### src/rtl/axi_clkrst_pkg.sv
// axi_clkrst_pkg: shared sequencer states, reset defaults and width helper for axi_clkrst_seq
package axi_clkrst_pkg;
  typedef enum logic [1:0] {HOLD, RELEASE, RUN} seq_state_t;
  localparam int DIV_DEF = 1;
  localparam int RST_DLY_DEF = 16;
  function automatic int clog2(input int n);
    int r = 0;
    while ((1 << r) < n) r++;
    return r;
  endfunction
endpackage

### src/rtl/axi_clkrst_div.sv
// axi_clkrst_div: one clock-enable divider channel with shadowed divide value; toggle flop built under AXI_CLKRST_TGL_EN
module axi_clkrst_div #(
  parameter int DIV_W = 16,
  parameter int DIV_DEF = 1
) (
  input  logic clk,
  input  logic rst,
  input  logic en,
  input  logic load,
  input  logic [DIV_W-1:0] val,
  output logic ce,
  output logic tgl
);
  logic [DIV_W-1:0] cnt, shadow, active;
  logic tc;
  assign tc = cnt == active;
  // count up to the active value; the shadow only reaches the active value at terminal count
  always_ff @(posedge clk or posedge rst)
    if (rst) begin
      cnt <= '0;
      ce <= 1'b0;
      shadow <= DIV_W'(DIV_DEF);
      active <= DIV_W'(DIV_DEF);
    end else begin
      if (load) shadow <= val;
      cnt <= (en && !tc) ? cnt + 1'b1 : '0;
      ce <= en && tc;
      if (en && tc) active <= shadow;
    end
`ifdef AXI_CLKRST_TGL_EN
  // flip on every enable strobe, parked low while the channel is in reset
  always_ff @(posedge clk or posedge rst)
    if (rst) tgl <= 1'b0;
    else tgl <= en ? tgl ^ tc : 1'b0;
`else
  assign tgl = 1'b0;
`endif
endmodule

### src/rtl/axi_clkrst_seq.sv
// axi_clkrst_seq: NCH clock-enable dividers plus staggered active-low reset release; AXI_CLKRST_TGL_EN builds the CLK_TGL toggle flops
module axi_clkrst_seq #(
  parameter int NCH = 4,
  parameter int DIV_W = 16,
  parameter int DLY_W = 16,
  parameter int SEQ_GAP = 8,
  parameter int DIV_DEF = axi_clkrst_pkg::DIV_DEF,
  parameter int RST_DLY_DEF = axi_clkrst_pkg::RST_DLY_DEF
) (
  input  logic ACLK,
  input  logic ARESET,
  input  logic [NCH*DIV_W-1:0] DIV_VAL,
  input  logic [NCH-1:0] DIV_LOAD,
  input  logic SRST_REQ,
  input  logic [DLY_W-1:0] SRST_DLY,
  output logic [NCH-1:0] CE,
  output logic [NCH-1:0] CLK_TGL,
  output logic [NCH-1:0] RSTN_OUT,
  output logic BUSY
);
  import axi_clkrst_pkg::*;
  localparam int GW = clog2(SEQ_GAP + 1);
  seq_state_t state, state_nxt;
  logic [DLY_W-1:0] hcnt, hcnt_nxt, dly, dly_nxt;
  logic [GW-1:0] gcnt, gcnt_nxt;
  logic [NCH-1:0] rstn_nxt;
  // sequencer next state: resets release as a thermometer code growing from channel 0
  always_comb begin
    state_nxt = state;
    hcnt_nxt = hcnt;
    dly_nxt = dly;
    gcnt_nxt = '0;
    rstn_nxt = RSTN_OUT;
    if (SRST_REQ) begin
      state_nxt = HOLD;
      hcnt_nxt = '0;
      dly_nxt = SRST_DLY;
      rstn_nxt = '0;
    end else if (state == HOLD) begin
      rstn_nxt = (hcnt == dly) ? NCH'(1) : '0;
      hcnt_nxt = (hcnt == dly) ? hcnt : hcnt + 1'b1;
      state_nxt = (hcnt != dly) ? HOLD : (NCH == 1) ? RUN : RELEASE;
    end else if (state == RELEASE) begin
      gcnt_nxt = (gcnt == GW'(SEQ_GAP - 1)) ? '0 : gcnt + 1'b1;
      rstn_nxt = (gcnt == GW'(SEQ_GAP - 1)) ? (RSTN_OUT << 1) | NCH'(1) : RSTN_OUT;
      state_nxt = (&rstn_nxt) ? RUN : RELEASE;
    end
  end
  // sequencer registers; BUSY is registered from the next state so it falls with the last release
  always_ff @(posedge ACLK or posedge ARESET)
    if (ARESET) begin
      state <= HOLD;
      hcnt <= '0;
      dly <= DLY_W'(RST_DLY_DEF);
      gcnt <= '0;
      RSTN_OUT <= '0;
      BUSY <= 1'b1;
    end else begin
      state <= state_nxt;
      hcnt <= hcnt_nxt;
      dly <= dly_nxt;
      gcnt <= gcnt_nxt;
      RSTN_OUT <= rstn_nxt;
      BUSY <= state_nxt != RUN;
    end
  // a channel counts only while its reset is released now and stays released, so a soft reset silences CE on the same edge
  for (genvar i = 0; i < NCH; i++) begin : g_ch
    axi_clkrst_div #(.DIV_W(DIV_W), .DIV_DEF(DIV_DEF)) u_div (
      .clk(ACLK),
      .rst(ARESET),
      .en(RSTN_OUT[i] & rstn_nxt[i]),
      .load(DIV_LOAD[i]),
      .val(DIV_VAL[i*DIV_W +: DIV_W]),
      .ce(CE[i]),
      .tgl(CLK_TGL[i])
    );
  end
endmodule

### config.mk
export PLATFORM = sky130hd
export DESIGN_NAME = axi_clkrst_seq
export DESIGN_NICKNAME = d
export VERILOG_FILES = /design/src/rtl/axi_clkrst_pkg.sv /design/src/rtl/axi_clkrst_div.sv /design/src/rtl/axi_clkrst_seq.sv
export SDC_FILE = /design/constraint.sdc
export NUM_CORES = 1
export LEC_CHECK = 0
export ABC_AREA = 1
export BUFFER_PORTS_ARGS = -buffer_cell sky130_fd_sc_hd__buf_4
export CORE_MARGIN = 2
export CORE_UTILIZATION = 60
export CTS_CLUSTER_DIAMETER = 40
export DETAILED_ROUTE_END_ITERATION = 8
export HOLD_SLACK_MARGIN = 0.05
export PLACE_DENSITY = 0.76
export SYNTH_ARGS = -nofsm -noshare
export SYNTH_HDL_FRONTEND = slang
export SYNTH_HIERARCHICAL = 1
export SYNTH_SLANG_ARGS = --single-unit
### constraint.sdc
create_clock -name ACLK -period 2.8 [get_ports ACLK]
set_input_delay 0.14 -clock ACLK [delete_from_list [all_inputs] [get_ports ACLK]]
set_output_delay 0.14 -clock ACLK [all_outputs]
set_load 0.02 [all_outputs]
# Yosys cells after proc, flatten, opt, wreduce, memory -nomap -nowiden
# Index checks and enable logic that the tools add are counted.
dict set report word_totals {
  regBits 239
  latch_bits 0
  ramBits 0
  romBits 0
  input_bits 87
  elab_cells 79
  mem_count 0
}
dict set report op_classes {
  n_addsub 6
  mul 0
  div_mod_pow 0
  order_cmp 0
  eq_ne 10
  n_shift 0
  n_mux 21
  bitwise 4
  reduce_logical 16
}
# cell count
set ops {}
lappend ops {{$mux W16} 7}
lappend ops {{$add A16 B1 Y16 const B} 5}
lappend ops {{$eq A16 B16 Y1} 5}
lappend ops {{$mux W4} 8}
lappend ops {{$ne A16 B16 Y1} 1}
lappend ops {{$logic_and A1 B1 Y1} 8}
lappend ops {{$mux W2} 4}
lappend ops {{$add A4 B1 Y4 const B} 1}
lappend ops {{$and A1 B1 Y1} 4}
lappend ops {{$eq A4 B3 Y1 const B} 1}
lappend ops {{$logic_not A1 Y1} 4}
lappend ops {{$ne A2 B2 Y1 const B} 2}
lappend ops {{$reduce_and A4 Y1} 1}
lappend ops {{$eq A2 B1 Y1 const B} 1}
lappend ops {{$logic_not A2 Y1} 1}
lappend ops {{$mux W1} 2}
lappend ops {{$reduce_and A2 Y1} 1}
lappend ops {{$reduce_bool A2 Y1} 1}

# Longest topological paths before layout
# Gate-level depths: netlist of the first run.
dict set report logic_depth {
  depth_word 8
  ltp_mapped 16
}

# Modules after synthesis
# Netlist of the first run, hierarchy kept.
# mod n_inst cells_per_inst area_per_inst_um2 seq_area_each_um2
set modules_own_cells {}
lappend modules_own_cells {axi_clkrst_div 4 287 2422.3 1228.7}
lappend modules_own_cells {axi_clkrst_seq 1 371 2578.7 1078.5}

# Worst setup path before layout of the first run
# Ideal clock, no wire load.
dict set report synth_path {
  path_kind {register -> register}
  start {register dly[4]}
  end {register g_ch[0].u_div.active[15]}
  t_arrival_ps 2043
  slack_ps 691
  path_stages_with_launch 15
  n_path_buf 2
  period_less_slack_ps 2109
  cell_sequence {dfstp_2 -> inv_1 -> nand2_1 -> nand2_1 -> nor2_1 -> nand2_1 -> nor2_4 -> nand2_4 -> nand2_8 -> nand2_1 -> nor2_1 -> clkbuf_1 -> clkbuf_1 -> nand4_1 -> nand2_1}
}
dict set report synth_via {
  elab_chain_len 6
}
# item line
set synth_rtl {}
lappend synth_rtl {{start, declared} axi_clkrst_seq.sv:24} ;# logic [DLY_W-1:0] hcnt, hcnt_nxt, dly, dly_nxt;
lappend synth_rtl {{start signal, assigned} axi_clkrst_seq.sv:54} ;# dly <= DLY_W'(RST_DLY_DEF);
lappend synth_rtl {{start signal, assigned} axi_clkrst_seq.sv:61} ;# dly <= dly_nxt;
lappend synth_rtl {{$eq A16 B16 Y1} axi_clkrst_seq.sv:40} ;# rstn_nxt = (hcnt == dly) ? NCH'(1) : '0;
lappend synth_rtl {{$mux W1} axi_clkrst_seq.sv:40}
lappend synth_rtl {{$mux W4} axi_clkrst_seq.sv:39} ;# end else if (state == HOLD) begin
lappend synth_rtl {{$mux W4} axi_clkrst_seq.sv:34} ;# if (SRST_REQ) begin
lappend synth_rtl {{$and A1 B1 Y1} axi_clkrst_seq.sv:71} ;# .en(RSTN_OUT[i] & rstn_nxt[i]),
lappend synth_rtl {{$logic_and A1 B1 Y1} axi_clkrst_div.sv:28} ;# if (en && tc) active <= shadow;
lappend synth_rtl {{end signal, assigned} axi_clkrst_div.sv:23} ;# active <= DIV_W'(DIV_DEF);
lappend synth_rtl {{end signal, assigned} axi_clkrst_div.sv:28}
lappend synth_rtl {{end, declared} axi_clkrst_div.sv:14} ;# logic [DIV_W-1:0] cnt, shadow, active;
# Every way passes these cells.
# A chain may end at the register's enable or synchronous reset.

# Worst setup path in the final report of the first run
dict set report layout_path {
  start {register hcnt[2]}
  end {register g_ch[0].u_div.active[13]}
}
dict set report layout_via {
  elab_chain_len 6
}
# item line
set layout_rtl {}
lappend layout_rtl {{start, declared} axi_clkrst_seq.sv:24}
lappend layout_rtl {{start signal, assigned} axi_clkrst_seq.sv:60} ;# hcnt <= hcnt_nxt;
lappend layout_rtl {{$eq A16 B16 Y1} axi_clkrst_seq.sv:40}
lappend layout_rtl {{$mux W1} axi_clkrst_seq.sv:40}
lappend layout_rtl {{$mux W4} axi_clkrst_seq.sv:39}
lappend layout_rtl {{$mux W4} axi_clkrst_seq.sv:34}
lappend layout_rtl {{$and A1 B1 Y1} axi_clkrst_seq.sv:71}
lappend layout_rtl {{$logic_and A1 B1 Y1} axi_clkrst_div.sv:28}
# Every way passes these cells.

==> results of run 1 <==
[Yosys cell counts, drive strengths merged]
library cell  number  area share
clkbuf            17      0.0055
dfstp             10       0.021
nand2            543        0.17
nand4             82       0.042
a21oi              3      0.0015
o21ai             43       0.018
o211ai             1     0.00061
xor2              40       0.029
mux2              64       0.059
conb               4      0.0012
xnor2              5      0.0036
nand3             60       0.030
nor2             190       0.069
buf               32       0.019
nor3               1     0.00041
ha                 6      0.0061
inv              188       0.058
dfrtp            229        0.47
or2                1     0.00051
[what timing repair did]
item                                   in CTS  in global routing
hold buffers                               86                  0
buffers inserted                            0                  0
endpoints found under the hold margin     287                  0
[state kept, by name (all words and copies together), names as in the netlist]
name	cells
g_ch.u_div/cnt	64
dly	16
g_ch.u_div/active	64
gcnt	4
RSTN_OUT	4
BUSY	1
g_ch.u_div/ce	4
hcnt	16
state	2
g_ch.u_div/shadow	64
[path summary, 6_finish.rpt]
check                                     from                                    to  slack, ns  cells after the start
hold / removal                     DIV_LOAD[0]  g_ch[0].u_div/shadow[14]$_DFFE_PP0P_       0.07                      2
hold reg to reg              gcnt[0]$_DFF_PP0_                     gcnt[0]$_DFF_PP0_       0.46                      1
max in group asynchronous               ARESET        g_ch[1].u_div/cnt[2]$_DFF_PP0_       1.63                      3
setup / recovery           hcnt[2]$_DFFE_PP0P_  g_ch[0].u_div/active[13]$_DFFE_PP0P_       0.51                     14
min in group asynchronous               ARESET                    dly[7]$_DFFE_PP0P_       0.31                      3
setup reg to reg           hcnt[2]$_DFFE_PP0P_  g_ch[0].u_div/active[13]$_DFFE_PP0P_       0.51                     14
[area by class of cell]
class / instances / area share
clock buffer: 43 / 0.06468
inverter: 188 / 0.04677
timing repair buffer: 187 / 0.1073
multi-input combinational: 1043 / 0.3488
sequential: 239 / 0.3972
tap: 270 / 0.02239
clock inverter: 18 / 0.01285
[through the flow]
stage                     utilization  hold slack [ns]  instances  power (mW)  area, µm²
final                          0.7481          0.06734       1988       8.529      15090
after global routing           0.7481          0.07295       1988       8.832      15090
after CTS                      0.7481          0.05022       1988       8.584      15090
after detailed placement       0.6475           0.2940       1841       4.150      13060
after global placement         0.6475           0.3031       1841       4.131      13060
after floorplan                     -           0.2544       1519       3.977      12270
[routing by layer]
metal / GRT usage / share of wire / up-vias
met2: 0.4594 / 0.50 / 248
met5: 0 / 0 / -
met4: 0.09808 / 0.033 / 0
met3: 0.03758 / 0.041 / 77
met1: 0.3392 / 0.42 / 4868
li1: - / - / 5090
[where the power goes]
part | internal [mW] | total (mW) | switching [mW] | leakage (nW)
sequential | 3.58 | 3.66 | 0.0805 | 3.14
combinational | 0.283 | 0.540 | 0.257 | 3.60
clock | 2.70 | 4.33 | 1.63 | 0.574
total | 6.56 | 8.53 | 1.97 | 7.31
[worst register-to-register path, delay by kind of cell, from the launching register on]
kind	cells	cell delay, ns
and+or+nand+nor	12	1.38
DFF	1	0.51
buffers and inverters	2	0.29
[logic make-up after synthesis]
family	after synthesis	synth area share
compound gates	47	0.01968
xor+xnor	45	0.03213
fa+ha+maj	6	0.006119
buf+inv	237	0.08241
flops	239	0.4885
mux	64	0.05875
other cells	4	0.001224
simple gates	877	0.3112
==> results.py, run 1 <==
metrics = {
    "run_status": {
        "status": "completed",
    },
    "sta": {
        "post-route-period-util": 0.8166,
        "fin_skew_ns": 0.02944,
        "drv_slew": 0,
        "setup_viol": 0,
        "setup_ws_ns": 0.5135,
        "max_slew_margin": 0.3173,
        "hold_viol_final": 0,
        "min_period_ns": 2.286,
        "rsz0062_at_grt": "false",
        "fin_setup_tns_ns": 0,
        "tightest_slew_ns": 1.024,
        "max_freq_mhz": 437.4,
    },
    "critical_path": {
        "cp_top_family": "simple AND/OR/NAND/NOR gates",
        "critPathRequiredTime_ns": 3.20,
        "crit_buf_inv": 2,
        "crit_fanout": 19,
        "cpPeakStageDelay_ns": 0.51,
        "critPathLaunchType": "register",
        "worstSetupEndpointType": "register",
        "critical_path_class": "reg -> reg",
        "crit_chain": "inv_2 -> nand2_1 -> nand2_1 -> nor2_1 -> nand2_1 -> nor2_2 -> nand2_4 -> nand2_8 -> nand2_1 -> nor2_1 -> buf_4 -> nand3_4 -> nand2_1 -> nand2_1",
        "cpMostUsedCell": "nand2_1",
        "crit_slowest_cell": "dfrtp_1",
        "arrival_ns": 2.68,
    },
    "clock_tree": {
        "cts_sinks": 239,
        "cts_tree": "built",
        "clkTransAtPathRegs_ns": 0.06,
        "insertion_delay_ns": 0.51,
        "clock_path_buffers": 3,
        "cts_buffers": 34,
        "cts_max_level": 2,
        "cts_resized": 0,
        "clockRootBuffer": "clkbuf_16",
    },
    "layout": {
        "final_nets": 1786,
        "mostFrequentLayoutCell": "nand2_1",
        "fillers": 1440,
        "drive_gt1_frac": 0.1816,
        "register_area_um2": 5993,
        "final_cell_mix": "nand2_1 (533), dfrtp_1 (229), nor2_1 (171), inv_1 (149), buf_4 (101)",
        "areaGrowthSynthToFinish_pct": 23.00,
        "multiInputGateArea_um2": 5264,
        "insertedDiodeCount": 0,
    },
    "power": {
        "irDropWorstVdd_v": 0.0004447,
        "power.density_nw_per_um2": 565.2,
        "leakage_nw": 7.309,
    },
    "place": {
        "port_buffers": 95,
        "pre_cts_ws_ns": 0.5375,
        "gp_congestion": 0.8967,
        "hpwl_mm": 17.25,
    },
    "die": {
        "num_io_pins": 100,
        "fp.dieArea_um2": 21610,
        "num_rows": 52,
        "chipHeight_um": 147.0,
        "die_x_um": 147.0,
        "initial_core_util": 0.6083,
        "core_um2": 20170,
    },
    "hold_path": {
        "hold_class": "in -> reg",
    },
    "drt": {
        "dr.first_iter.drc_count": 638,
        "viasPerCell": 5.173,
        "wl_per_cell_um": 13.96,
        "firstDrtPassIters": 5,
        "drc": 0,
        "antenna_left": 0,
        "vias": 10280,
        "routed_wirelength_mm": 27.75,
    },
    "grt": {
        "grt_usage": 0.2642,
        "grt_pass1_vias": 10210,
        "grt_pass1_wl_mm": 47.31,
        "grt_overflow": 0,
        "antenna_found_initial": 0,
        "grt_max_degree": 50,
    },
    "synthesis": {
        "ys_seq_area_frac": 0.4885,
        "ys_ff_latch": 239,
        "avgSynthCellArea_um2": 8.076,
        "syn_inst": 1519,
        "synth_nets": 1612,
        "yosysUniqueCellTypes": 35,
        "synthesis.area_um2": 12270,
        "synth_warnings": 6,
    },
    "run": {
        "drv_cap": 0,
    },
}
(Power assumes the default switching activity.)
==> run 2, diff against run 1 <==
==> constraint.sdc (replaced) <==
create_clock -name ACLK -period 2.4 [get_ports ACLK]
set_input_delay 0.12 -clock ACLK [delete_from_list [all_inputs] [get_ports ACLK]]
set_output_delay 0.12 -clock ACLK [all_outputs]
set_load 0.02 [all_outputs]
==> run 2 against run 1 <==
  * Global-route usage rose by 3.1 points
  * Power rose by 21%
  * Critical path type unchanged
  * Highest routed layer unchanged
  * Sequential power rose by 17%
==> results.py, run 2 (synthesized netlist as in run 1, its figures left out) <==
metrics = {
    "grt": {
        "grtUsageMet3": 0.05000,
        "gr-usage-met2": 0.5221,
        "grt_max_degree": 50,
        "grt_pass1_vias": 11060,
        "grt.met1_usage": 0.3491,
        "grt_overflow": 0,
        "busiest_layer": "met2",
        "antenna_found_initial": 0,
        "grt_pass1_wl_mm": 52.03,
        "grt_usage": 0.2951,
    },
    "power": {
        "clockPowerShare": 0.512,
        "irDropWorstVdd_v": 0.0008325,
        "p_switching_mw": 2.266,
        "p_sw_frac": 0.2194,
        "seq_power_share": 0.415,
        "intPower_mw": 8.063,
        "combPwrFrac": 0.073,
        "power.density_nw_per_um2": 660.5,
        "leakage_nw": 7.544,
    },
    "run_status": {
        "status": "completed",
    },
    "clock_tree": {
        "cts_tree": "built",
        "insertion_delay_ns": 0.50,
        "cts_buffers": 35,
        "cts_max_level": 2,
        "clkTransAtPathRegs_ns": 0.06,
        "clockRootBuffer": "clkbuf_16",
        "postCtsSetupRepairBufs": 0,
        "cts_sinks": 239,
        "clock_path_buffers": 3,
    },
    "die": {
        "fp.dieArea_um2": 21610,
        "die_x_um": 147.0,
        "num_rows": 52,
        "core_um2": 20170,
        "initial_core_util": 0.6083,
        "num_io_pins": 100,
        "chipHeight_um": 147.0,
    },
    "layout": {
        "drive_gt1_frac": 0.1833,
        "areaGrowthSynthToFinish_pct": 27.48,
        "mostFrequentLayoutCell": "nand2_1",
        "final_nets": 1837,
        "insertedDiodeCount": 0,
        "largestRegisters": "g_ch.u_div/active x64, g_ch.u_div/cnt x64, g_ch.u_div/shadow x64",
        "final_cell_mix": "nand2_1 (533), dfrtp_1 (228), nor2_1 (170), inv_1 (148), dlygate4sd3_1 (125)",
        "fillers": 1303,
        "final_util": 0.7754,
    },
    "critical_path": {
        "critPathRequiredTime_ns": 2.81,
        "arrival_ns": 2.62,
        "worstSetupEndpointType": "register",
        "crit_fanout": 19,
        "critical_path_class": "reg -> reg",
        "critPathLaunchType": "register",
    },
    "hold_path": {
        "hold_class": "in -> reg",
    },
    "sta": {
        "setup_viol": 0,
        "rsz0062_at_grt": "false",
        "max_slew_margin": 0.6281,
        "min_period_ns": 2.213,
        "post-route-period-util": 0.9220,
        "hold_viol_final": 0,
        "max_freq_mhz": 451.9,
        "drv_slew": 0,
        "tightest_slew_ns": 0.5579,
        "fin_skew_ns": 0.01704,
        "fin_setup_tns_ns": 0,
    },
    "drt": {
        "dr.first_iter.drc_count": 753,
        "antenna_left": 0,
        "vias": 10740,
        "routed_wirelength_mm": 30.77,
        "firstDrtPassIters": 5,
        "drc": 0,
        "viasPerCell": 5.271,
        "wl_per_cell_um": 15.10,
    },
    "place": {
        "port_buffers": 95,
        "gp_congestion": 0.8775,
        "hpwl_mm": 17.92,
    },
    "run": {
        "drv_cap": 0,
    },
}
## run 2: metal layers
metal  routed length (µm)  up-vias  share of wire
met3                 1441      124          0.047
li1                     -     5204              -
met5                    0        -              0
met2                15660      334           0.51
met4                 1430        0          0.046
met1                12230     5080           0.40
## run 2: critical path, stage by stage, from the launching register on
cell and delay, ns:
dfrtp_1 0.42, inv_1 0.10, nand2_1 0.06, nand2_1 0.05, nor2_1 0.12, nand2_1 0.11
nor2_4 0.14, nand2_4 0.10, nand2_8 0.16, nand2_1 0.11, nor2_2 0.15, buf_12 0.17
nand2_2 0.22, nor2_1 0.19
## run 2: power by group through the flow
stage / registers [mW] / clock network (mW) / logic (mW)
final: 4.28 / 5.29 / 0.757
after global routing: 4.29 / 5.55 / 0.827
after CTS: 4.27 / 5.34 / 0.727
after detailed placement: 4.33 / 0 / 0.513
after global placement: 4.33 / 0 / 0.498
after floorplan: 4.30 / 0 / 0.335
## run 2: what timing repair did
item / 4_1_cts / 5_1_grt
endpoints found under the hold margin: 233 / 0
hold buffers: 125 / 0
endpoints found under the setup margin: 0 / 81
gates resized for setup: 0 / 5
## run 2: final cells by class
| class | count | area (µm²) | share of cell area |
|---|---|---|---|
| clock buffer | 47 | 1001 | 0.06401 |
| clock inverter | 14 | 209.0 | 0.01336 |
| inverter | 188 | 705.7 | 0.04512 |
| multi-input combinational | 1044 | 5281 | 0.3377 |
| sequential | 239 | 5995 | 0.3833 |
| tap | 270 | 337.8 | 0.02160 |
| timing repair buffer | 236 | 2110 | 0.1349 |
## run 2: metrics by stage
| stage | hold slack [ns] | power, mW | area [µm²] | worst slack, ns | cells |
|---|---|---|---|---|---|
| 6_report | 0.06204 | 10.33 | 15640 | 0.1872 | 2038 |
| 5_1_grt | 0.07084 | 10.67 | 15640 | 0.01666 | 2038 |
| 4_1_cts | 0.05188 | 10.34 | 15620 | 0.07521 | 2037 |
| 3_5_place_dp | 0.1712 | 4.848 | 13160 | 0.1693 | 1851 |
| 3_3_place_gp | 0.1711 | 4.828 | 13160 | 0.2135 | 1851 |
| 2_1_floorplan | 0.2344 | 4.639 | 12270 | 0.2907 | 1519 |
## run 2: worst paths after layout
path / startpoint / endpoint / slack (ns) / cells after the start
max: hcnt[0]$_DFFE_PP0P_ / g_ch[0].u_div/cnt[13]$_DFF_PP0_ / 0.19 / 13
min: DIV_LOAD[0] / g_ch[0].u_div/shadow[11]$_DFFE_PP0P_ / 0.06 / 2
max reg2reg: hcnt[0]$_DFFE_PP0P_ / g_ch[0].u_div/cnt[13]$_DFF_PP0_ / 0.19 / 13
min reg2reg: gcnt[0]$_DFF_PP0_ / gcnt[0]$_DFF_PP0_ / 0.46 / 1
max in group asynchronous: ARESET / g_ch[2].u_div/shadow[0]$_DFFE_PP1P_ / 1.32 / 4
min in group asynchronous: ARESET / g_ch[1].u_div/shadow[11]$_DFFE_PP0P_ / 0.23 / 3
==> run 3, diff against run 2 <==
--- a/config.mk
+++ b/config.mk
@@ -9,6 +9,7 @@
 export BUFFER_PORTS_ARGS = -buffer_cell sky130_fd_sc_hd__buf_4
 export CORE_MARGIN = 2
 export CORE_UTILIZATION = 60
+export CTS_BUF_LIST = sky130_fd_sc_hd__clkbuf_8
 export CTS_CLUSTER_DIAMETER = 40
 export DETAILED_ROUTE_END_ITERATION = 8
 export HOLD_SLACK_MARGIN = 0.05
==> run 3 against run 2 <==
  * Largest power group unchanged
  * Critical path depth shrank 4
  * Clock skew rose by 0.014 ns
  * Critical path type unchanged
  * Flip-flop and latch count unchanged
  * Sequential share of layout area is 0.31 points lower
  * Non-clock buffer count is 34 higher
  * Combinational power grew 11%
  * Largest cell class unchanged
  * Register-to-register slack got worse by 0.05 ns
  * Clock-buffer cell count is 9 higher
==> results.py, run 3 (synthesized netlist as in run 1, its figures left out) <==
metrics = {
    "drt": {
        "drc": 0,
        "firstDrtPassIters": 6,
        "routed_wirelength_mm": 31.74,
        "vias": 10990,
        "viasPerCell": 5.253,
        "antenna_left": 0,
        "wl_per_cell_um": 15.18,
        "dr.first_iter.drc_count": 831,
    },
    "critical_path": {
        "cp_top_family": "simple AND/OR/NAND/NOR gates",
        "worstSetupEndpointType": "register",
        "crit_chain": "ha_1 -> nand3_1 -> o21ai_1 -> or2_2 -> nand3_1 -> inv_2 -> nand3_4 -> nand2_1 -> nand2_1",
        "critical_path_class": "reg -> reg",
        "critPathRequiredTime_ns": 2.81,
        "crit_slowest_cell": "dfrtp_1",
        "crit_fanout": 17,
        "crit_buf_inv": 1,
        "cpPeakStageDelay_ns": 0.39,
        "arrival_ns": 2.67,
        "critPathLaunchType": "register",
    },
    "power": {
        "p_switching_mw": 2.221,
        "clockPowerShare": 0.462,
        "leakage_nw": 7.620,
        "power.density_nw_per_um2": 603.3,
        "irDropWorstVdd_v": 0.0004684,
        "p_sw_frac": 0.2332,
        "combPwrFrac": 0.088,
        "seq_power_share": 0.450,
        "finalPower_mw": 9.523,
        "intPower_mw": 7.302,
    },
    "hold_path": {
        "hold_class": "in -> async",
    },
    "sta": {
        "min_period_ns": 2.258,
        "max_freq_mhz": 442.8,
        "fin_setup_tns_ns": 0,
        "hold_viol_final": 0,
        "drv_slew": 0,
        "fin_skew_ns": 0.03110,
        "setup_ws_ns": 0.1415,
        "max_slew_margin": 0.6293,
        "setup_viol": 0,
        "post-route-period-util": 0.9410,
        "tightest_slew_ns": 0.5560,
    },
    "die": {
        "core_um2": 20170,
        "initial_core_util": 0.6083,
        "die_x_um": 147.0,
        "num_io_pins": 100,
        "fp.dieArea_um2": 21610,
        "chipHeight_um": 147.0,
        "num_rows": 52,
    },
    "layout": {
        "final_cell_mix": "nand2_1 (533), dfrtp_1 (222), nor2_1 (170), dlygate4sd3_1 (159), inv_1 (158)",
        "mostFrequentLayoutCell": "nand2_1",
        "drive_gt1_frac": 0.1879,
        "areaGrowthSynthToFinish_pct": 28.68,
        "largestRegisters": "g_ch.u_div/active x64, g_ch.u_div/cnt x64, g_ch.u_div/shadow x64",
        "multiInputGateArea_um2": 5280,
        "register_area_um2": 6002,
        "fillers": 1289,
        "final_nets": 1879,
        "finalNonFillerCells": 2091,
    },
    "clock_tree": {
        "clockRootBuffer": "clkbuf_8",
        "cts_max_level": 2,
        "postCtsSetupRepairBufs": 0,
        "cts_buffers": 43,
        "clock_path_buffers": 3,
        "cts_tree": "built",
        "clkTransAtPathRegs_ns": 0.07,
        "insertion_delay_ns": 0.55,
        "cts_sinks": 239,
    },
    "place": {
        "pre_cts_ws_ns": 0.1693,
        "port_buffers": 95,
        "hpwl_mm": 17.92,
        "gp_congestion": 0.8775,
        "dp.cells": 1851,
    },
    "grt": {
        "grt_pass1_vias": 11140,
        "grt_overflow": 0,
        "grt_max_degree": 50,
        "grt_usage": 0.2999,
        "antenna_found_initial": 1,
        "grt_pass1_wl_mm": 52.93,
    },
    "run_status": {
        "status": "completed",
    },
    "run": {
        "drv_cap": 0,
    },
}
-- run 3: changes by cell type in the layout (fill, tap and decap cells not counted), moves of 4 or more --
cell | previous run | this run
dlygate4sd3_1 | 125 | 159
dfrtp_2 | 1 | 7
inv_1 | 148 | 158
clkbuf_1 | 4 | 0
clkbuf_16 | 35 | 0
clkbuf_8 | 8 | 56
dfrtp_1 | 228 | 222
-- run 3: power by group through the flow --
stage | logic (mW) | clock network (mW) | registers, mW
2_1_floorplan | 0.335 | 0 | 4.30
3_3_place_gp | 0.498 | 0 | 4.33
3_5_place_dp | 0.513 | 0 | 4.33
4_1_cts | 0.791 | 4.45 | 4.26
5_1_grt | 0.904 | 4.66 | 4.29
6_report | 0.838 | 4.40 | 4.28
-- run 3: area by class of cell --
cell class              count  share of cell area
multi-input cells        1044              0.3345
clock inverters            23             0.01506
flip-flops and latches    239              0.3802
clock buffers              56             0.04882
well taps                 270             0.02140
diodes                      1           0.0001585
repair buffers            270              0.1552
inverters                 188             0.04470
-- run 3: worst register-to-register path, stage by stage, from the launching register on --
cell     delay [ns]
dfrtp_1        0.39
ha_1           0.21
nand3_1        0.25
o21ai_1        0.26
or2_2          0.14
nand3_1        0.18
inv_2          0.25
nand3_4        0.23
nand2_1        0.16
nand2_1        0.06
-- run 3: what timing repair did --
action / in CTS / in global routing
hold endpoints to repair: 235 / 0
endpoints found under the setup margin: 0 / 80
hold buffers: 159 / 0
resized for setup: 0 / 11
-- run 3: stage by stage --
step	hold slack [ns]	util	area, µm²
floorplan	0.2344	-	12270
global placement	0.1711	0.6524	13160
detailed placement	0.1712	0.6524	13160
CTS	0.1570	0.7813	15760
global route	0.2028	0.7827	15790
finish	0.1848	0.7827	15790
-- run 3: worst paths after layout --
kind | cells after the start | slack (ns) | startpoint | endpoint
max | 9 | 0.14 | gcnt[0]$_DFF_PP0_ | g_ch[2].u_div/active[1]$_DFFE_PP0P_
min | 3 | 0.18 | ARESET | g_ch[1].u_div/shadow[11]$_DFFE_PP0P_
max reg2reg | 9 | 0.14 | gcnt[0]$_DFF_PP0_ | g_ch[2].u_div/active[1]$_DFFE_PP0P_
min reg2reg | 2 | 0.48 | g_ch[0].u_div/active[0]$_DFFE_PP1P_ | g_ch[0].u_div/active[0]$_DFFE_PP1P_
max in group asynchronous | 4 | 1.35 | ARESET | g_ch[2].u_div/active[0]$_DFFE_PP1P_
min in group ACLK | 4 | 0.36 | SRST_DLY[13] | dly[13]$_DFFE_PP0P_
-- run 3: metal layers --
layer  vias up  track usage  routed length [µm]
li1       5272            -                   -
met1      5240       0.3633               12610
met2       377       0.5326               16350
met3        96      0.05000                1613
met4         0       0.1274                1170
met5         -            0                   0
